[src/rtl/fadd_issue_ctrl.sv]
// Issue/retire front end for a fixed-latency pipelined FP adder.
// Credits guarantee every in-flight result has a slot in the response FIFO.
module fadd_issue_ctrl #(
    parameter int LATENCY    = 4,
    parameter int TAG_W      = 4,
    parameter int FIFO_DEPTH = 8
) (
    input  logic             clk,
    input  logic             rst,
    input  logic             req_valid,
    output logic             req_ready,
    input  logic [31:0]      req_a,
    input  logic [31:0]      req_b,
    input  logic             req_op,
    input  logic [TAG_W-1:0] req_tag,
    output logic [31:0]      fadd_a,
    output logic [31:0]      fadd_b,
    output logic             fadd_op,
    input  logic [31:0]      fadd_result,
    output logic             rsp_valid,
    input  logic             rsp_ready,
    output logic [31:0]      rsp_result,
    output logic [TAG_W-1:0] rsp_tag,
    output logic             busy
);

    localparam int PTR_W = (FIFO_DEPTH > 1) ? $clog2(FIFO_DEPTH) : 1;
    localparam int CNT_W = $clog2(FIFO_DEPTH + 1);
    localparam int INF_W = $clog2(LATENCY + 1);
    localparam int SUM_W = ((CNT_W > INF_W) ? CNT_W : INF_W) + 1;

    logic [LATENCY-1:0] trk_vld_r;
    logic [TAG_W-1:0]   trk_tag_r [LATENCY];
    logic [INF_W-1:0]   inflight_r;
    logic [CNT_W-1:0]   count_r;
    logic [PTR_W-1:0]   wr_ptr_r;
    logic [PTR_W-1:0]   rd_ptr_r;
    logic [31:0]        res_mem_r [FIFO_DEPTH];
    logic [TAG_W-1:0]   tag_mem_r [FIFO_DEPTH];

    logic               push_s;
    logic               pop_s;
    logic               accept_s;
    logic               req_ready_s;
    logic               rsp_valid_s;
    logic [SUM_W-1:0]   credit_sum_s;

    // Handshake and credit decode from registered state only
    always_comb begin
        push_s       = trk_vld_r[LATENCY-1];
        rsp_valid_s  = (count_r != {CNT_W{1'b0}});
        pop_s        = rsp_valid_s & rsp_ready;
        credit_sum_s = SUM_W'(inflight_r) + SUM_W'(count_r);
        // A pop this cycle is deliberately not credited until it has happened
        req_ready_s  = rst & (credit_sum_s < SUM_W'(FIFO_DEPTH));
        accept_s     = req_valid & req_ready_s;
    end

    // Operand registers feeding the adder; held when nothing is accepted
    always_ff @(posedge clk or negedge rst) begin
        if (!rst) begin
            fadd_a  <= 32'h0000_0000;
            fadd_b  <= 32'h0000_0000;
            fadd_op <= 1'b0;
        end else if (accept_s) begin
            fadd_a  <= req_a;
            fadd_b  <= req_b;
            fadd_op <= req_op;
        end else begin
            fadd_a  <= fadd_a;
            fadd_b  <= fadd_b;
            fadd_op <= fadd_op;
        end
    end

    // Tracker shift register mirroring the adder pipeline
    always_ff @(posedge clk or negedge rst) begin
        if (!rst) begin
            trk_vld_r <= {LATENCY{1'b0}};
            for (int i = 0; i < LATENCY; i++) begin
                trk_tag_r[i] <= {TAG_W{1'b0}};
            end
        end else begin
            trk_vld_r[0] <= accept_s;
            trk_tag_r[0] <= accept_s ? req_tag : {TAG_W{1'b0}};
            for (int i = 1; i < LATENCY; i++) begin
                trk_vld_r[i] <= trk_vld_r[i-1];
                trk_tag_r[i] <= trk_tag_r[i-1];
            end
        end
    end

    // In-flight credit counter
    always_ff @(posedge clk or negedge rst) begin
        if (!rst) begin
            inflight_r <= {INF_W{1'b0}};
        end else begin
            case ({accept_s, push_s})
                2'b10:   inflight_r <= inflight_r + INF_W'(1);
                2'b01:   inflight_r <= inflight_r - INF_W'(1);
                default: inflight_r <= inflight_r;
            endcase
        end
    end

    // FIFO occupancy and pointers; push and pop together leave count alone
    always_ff @(posedge clk or negedge rst) begin
        if (!rst) begin
            count_r  <= {CNT_W{1'b0}};
            wr_ptr_r <= {PTR_W{1'b0}};
            rd_ptr_r <= {PTR_W{1'b0}};
        end else begin
            case ({push_s, pop_s})
                2'b10:   count_r <= count_r + CNT_W'(1);
                2'b01:   count_r <= count_r - CNT_W'(1);
                default: count_r <= count_r;
            endcase
            if (push_s) begin
                wr_ptr_r <= wr_ptr_r + PTR_W'(1);
            end else begin
                wr_ptr_r <= wr_ptr_r;
            end
            if (pop_s) begin
                rd_ptr_r <= rd_ptr_r + PTR_W'(1);
            end else begin
                rd_ptr_r <= rd_ptr_r;
            end
        end
    end

    // FIFO storage; contents are only meaningful while counted
    always_ff @(posedge clk) begin
        if (push_s) begin
            res_mem_r[wr_ptr_r] <= fadd_result;
            tag_mem_r[wr_ptr_r] <= trk_tag_r[LATENCY-1];
        end
    end

    // Head of FIFO, forced to zero when empty so reset shows a clean bus
    always_comb begin
        rsp_result = 32'h0000_0000;
        rsp_tag    = {TAG_W{1'b0}};
        if (rsp_valid_s) begin
            rsp_result = res_mem_r[rd_ptr_r];
            rsp_tag    = tag_mem_r[rd_ptr_r];
        end else begin
            rsp_result = 32'h0000_0000;
            rsp_tag    = {TAG_W{1'b0}};
        end
    end

    assign req_ready = req_ready_s;
    assign rsp_valid = rsp_valid_s;
    assign busy      = (inflight_r != {INF_W{1'b0}}) | rsp_valid_s;

endmodule

[config.mk]
export PLATFORM = sky130hd
export DESIGN_NAME = fadd_issue_ctrl
export DESIGN_NICKNAME = d
export VERILOG_FILES = /design/src/rtl/fadd_issue_ctrl.sv
export SDC_FILE = /design/constraint.sdc
export NUM_CORES = 1
export LEC_CHECK = 0
export ABC_AREA = 0
export BUFFER_PORTS_ARGS = -buffer_cell sky130_fd_sc_hd__buf_2
export CAP_MARGIN = 10
export CORE_UTILIZATION = 50
export DETAILED_ROUTE_END_ITERATION = 7
export GPL_TIMING_DRIVEN = 0
export PLACE_DENSITY = 0.76
export SLEW_MARGIN = 20
export SYNTH_ARGS = -nofsm -noshare
export SYNTH_HDL_FRONTEND = slang
export SYNTH_SLANG_ARGS = --single-unit
[constraint.sdc]
create_clock -name clk -period 8.3 [get_ports clk]
set_input_delay 0.83 -clock clk [delete_from_list [all_inputs] [get_ports clk]]
set_output_delay 0.83 -clock clk [all_outputs]
set_load 0.01 [all_outputs]
# Word level (Yosys, flattened, before mapping)
# Memory sizes are Yosys's and may differ from the RTL's.
# Index checks and enable logic that the tools add are counted.
[totals]
register_bits = 98
ram_bits = 288
in_bits = 105
output_inout_bits = 104
elab_cells = 41
memories = 2
[mem_list]
columns = ["name", "words", "width", "rd", "rd_ports_with_merged_regs", "wr", "line", "source"]
rows = [
  ["res_mem_r", 8, 32, 1, 0, 1, "38", "logic [31:0] res_mem_r [FIFO_DEPTH];"],
  ["tag_mem_r", 8, 4, 1, 0, 1, "39", "logic [TAG_W-1:0] tag_mem_r [FIFO_DEPTH];"],
]
[op_classes]
add_sub_neg = 7
order_cmp = 1
eq_ne = 4
mux = 7
bitwise_logic = 4
reduce_logical = 4
[ops]
columns = ["cell", "count"]
rows = [
  ["$mux W32", 1],
  ["$add A3 B1 Y3 const B", 3],
  ["$mux W4", 2],
  ["$pmux W4 S2", 1],
  ["$pmux W3 S2", 1],
  ["$add A3 B4 Y5", 1],
  ["$lt A5 B4 Y1 const B", 1],
  ["$add A4 B1 Y4 const B", 1],
  ["$eq A2 B1 Y1 const B", 2],
  ["$eq A2 B2 Y1 const B", 2],
  ["$reduce_bool A2 Y1", 2],
  ["$reduce_bool A4 Y1", 1],
  ["$sub A4 B1 Y4 const B", 1],
  ["$and A1 B1 Y1", 3],
  ["$reduce_bool A3 Y1", 1],
  ["$sub A3 B1 Y3 const B", 1],
  ["$mux W1", 2],
  ["$or A1 B1 Y1", 1],
]

# Longest topological paths before layout
[depth]
depth_word = 6
mapped_depth = 11
depth_no_buf = 10

# Worst setup path after synthesis
# No wires, ideal clock.
[synth_path]
path_type = "register to register"
from = "reg wr_ptr_r[2]"
to = "mem res_mem_r[0][0] (enable)"
setup_ns = 0.474
arrival_ns = 3.047
t_required_ns = 7.826
path_slack_ns = 4.779
path_stages_with_launch = 3
n_path_buf = 0
synth_period_minus_slack_ns = 3.521
cell_sequence = "dfrtp_1 > nand2b_1 > nor3_1"
[synth_lines]
columns = ["item", "line", "source"]
rows = [
  ["from (decl)", "36", "logic [PTR_W-1:0] wr_ptr_r;"],
  ["from (signal assigned)", "110", "wr_ptr_r <= {PTR_W{1'b0}};"],
  ["from (signal assigned)", "119", "wr_ptr_r <= wr_ptr_r + PTR_W'(1);"],
  ["from (signal assigned)", "121", "wr_ptr_r <= wr_ptr_r;"],
  ["to (decl)", "38", ""],
]
# Straight into the memory's write port.

# Worst setup path in the final report
[layout_path]
from = "reg rd_ptr_r[0]"
to = "out rsp_result[4]"
[layout_via]
elab_chain_cells = 2
[layout_rtl]
columns = ["item", "line", "source"]
rows = [
  ["from (decl)", "37", "logic [PTR_W-1:0] rd_ptr_r;"],
  ["from (signal assigned)", "111", "rd_ptr_r <= {PTR_W{1'b0}};"],
  ["from (signal assigned)", "124", "rd_ptr_r <= rd_ptr_r + PTR_W'(1);"],
  ["from (signal assigned)", "126", "rd_ptr_r <= rd_ptr_r;"],
  ["$mem_v2 Z8 W32", "--", ""],
  ["$mux W32", "143", "if (rsp_valid_s) begin"],
  ["to (decl)", "22", "output logic [31:0] rsp_result,"],
]
# Every way passes these cells.

==> flow_metrics.tcl <==
set metrics [dict create \
    grt_use_total_pct 20.7 \
    die_y_um 173 \
    ant_nets 0 \
    vdd_ir_drop_max_uv 208 \
    clkTransAtPathRegs_ns 0.06 \
    wire_per_inst_um 22.4 \
    tightest_slew_ns 0.837 \
    setup_viol 0 \
    synth_edf_count 288 \
    cp.arrival_ns 2.94 \
    cts_sinks 386 \
    port_buffers 208 \
    vias 7602 \
    cts-hold-fix-buffers 0 \
    crit_chain "clkbuf_1 -> buf_2 -> mux4_2 -> a22o_1 -> buf_2" \
    drive_above_1_share_pct 47.0 \
    crit_path_max_incr_delay_ns 0.56 \
    via_per_inst 5.62 \
    ys_types 34 \
    avgSynthCellArea_um2 21.8 \
    ys_async_sr_fraction_pct 25.4 \
    netSwitchingFraction_pct 30.2 \
    seqPwrFrac_pct 40.3 \
    clock.fmax_mhz 265 \
    postLayoutCoreUtil_pct 62.1 \
    cts_tree "yes" \
    grt_max_degree 69 \
    fin_crit_sh_pct 45.4 \
    drcViolationCount 0 \
    status "complete, no violations" \
    gp_congestion 0.754 \
    final_cells 1353 \
    finalHoldViolCount 0 \
    path_depth 5 \
    final_common_cell "edfxtp_1" \
    htreeDepth 2 \
    path_class "flop to primary output" \
    ios 209 \
    dpl.cell_count 1283 \
    intPower_mw 4.39 \
    relSlewSlack_pct 44.2 \
    first_pass_iters 5 \
    grt_pass1_vias 8146 \
    drtIter0Drc 553 \
    synthesis.area_um2 14600 \
    power.switching_mw 1.90 \
    clockBufferDepth 3 \
    multi_input_area_um2 3260 \
    area.sequential_um2 11100 \
    postSynthCellCount 669 \
    path_buf_inv 3 \
    die-area_um2 29800 \
    rsz0062_at_grt "no" \
    p_comb_share_pct 32.2 \
    drv_cap 0 \
    cts_buffers 39 \
    die_width_um 173 \
    rr_startpoint "count_r[3]$_DFFE_PN0P_" \
    ys_ff_latch 386 \
    fillers 2003 \
    cp-end-kind "primary output" \
    share_clk_of_total_power_pct 27.5 \
    r2r_cells 9 \
    leakagePower_nw 6.66 \
    worstPathMaxFanout 10 \
    synth_nets 784 \
    holdWs_ns 0.191 \
    num_rows 62 \
    slowest_stage "mux4_2" \
    power.total_mw 6.29 \
    clkLatencyLatePin_ns 0.53 \
    drv_slew 0 \
    startpoint_type "flop" \
    grt_pass1_wl_mm 46.8 \
    root_buffer "clkbuf_16" \
    overflow 0 \
    syn_to_final_growth_pct 22.5 \
    synth-main-ff-cell "edfxtp_1" \
    p_per_area_nw_per_um2 353 \
    fin_setup_tns_ns 0 \
    cts_setup_buffers 0 \
    antenna_found_initial 1 \
    layout_common_cells "edfxtp_1, buf_2, dfrtp_1" \
    start_util_pct 50.7 \
    crit_family "buffers and inverters" \
    dp_hpwl_mm 19.5 \
    crit_top_cell "buf_2" \
    layout_min_cycle_time_ns 3.77 \
    hold_class "input port to async pin" \
    synth_sequential_area_ratio_pct 76.3 \
    ys.warnings.count 0 \
    routed_wl_mm 30.3 \
    required_ns 7.47 \
    final_nets 1055 \
    cp-startpoint "rd_ptr_r[0]$_DFFE_PN0N_" \
    cts_resized 0 \
    finClkSkew_ns 0.0198 \
    core_region_area_um2 28700 \
]
## cells by family after synthesis
| kind of cell | count (synthesis) | share of synthesized area, % |
|---|---|---|
| compound gates | 45 | 2.77 |
| xor+xnor | 9 | 0.542 |
| fa+ha+maj | 10 | 0.963 |
| buf+inv | 44 | 1.68 |
| flops | 386 | 76.3 |
| mux | 142 | 16.5 |
| simple gates | 33 | 1.24 |
## synthesized netlist by cell type, types with 2 or more instances
master      n  area (um2)
mux2i_1     2        20.0
or4_1       2        15.0
edfxtp_1  288        8650
dfrtp_1    98        2450
buf_6       7        78.8
buf_4       3        22.5
inv_1      11        41.3
and2_1      5        31.3
nor2_1      7        26.3
nand2b_1    4        25.0
mux4_2     72        1620
nand3_1     3        15.0
nand2_1     5        18.8
a21oi_1     2        10.0
buf_2      13        65.1
xor2_1      4        35.0
a22o_1     36         315
clkbuf_1   10        37.5
nor3_1      2        10.0
xnor2_1     5        43.8
mux2_1      6        67.6
mux2_2     62         698
fa_1        2        40.0
ha_1        8         100
nor3b_1     3        22.5
## through the flow
step	setup WS (ns)	instance area, um2
6_report	4.53	17800
5_1_grt	4.36	17800
4_1_cts	4.47	17800
3_5_place_dp	4.63	16600
3_3_place_gp	2.29	16100
2_1_floorplan	4.78	14600
## path summary, 6_finish.rpt
kind	slack [ns]	to
setup reg to reg	5.20	count_r[3]$_DFFE_PN0P_
max in group asynchronous	7.48	count_r[1]$_DFFE_PN0P_
hold / removal	0.19	fadd_b[0]$_DFFE_PN0P_
min in group clk	0.35	trk_tag_r[1]$_DFF_PN0_
setup / recovery	4.53	rsp_result[4]
hold reg to reg	0.35	trk_tag_r[1]$_DFF_PN0_
## power groups by stage
stage | logic [mW] | clock network (mW) | registers, mW
6_report | 2.03 | 1.73 | 2.53
5_1_grt | 2.18 | 1.84 | 2.57
4_1_cts | 2.06 | 1.76 | 2.54
3_5_place_dp | 2.05 | 0 | 2.57
3_3_place_gp | 1.95 | 0 | 2.56
2_1_floorplan | 1.22 | 0 | 2.62
## flip-flops by register name (all words and copies together) (netlist names)
register and flops:
res_mem_r 256, fadd_op 1, count_r 4, fadd_a 32, tag_mem_r 32, fadd_b 32
inflight_r 3, wr_ptr_r 3, trk_tag_r 16, trk_vld_r 4, rd_ptr_r 3
## metal layers
layer  up-vias  routed length [um]  share of wire (%)  GRT usage, %
li1       3250                   -                  -             -
met1      3909               11800                 39          27.0
met2       386               15300                 50          34.8
met3        57                2550                8.4          5.21
met4         0                 697                2.3          5.95
met5         -                   0                  0             0
## area by class of cell
cell class,count,area share [%]
Inverter,11,0.232
Multi-Input combinational cell,239,18.3
Tap cell,384,2.69
Sequential cell,386,62.3
Buffer,33,1.14
Antenna cell,1,0.0140
Clock inverter,19,1.08
Timing Repair Buffer,230,8.21
Clock buffer,50,6.06
No activity file was read; power rests on OpenSTA's default activity.
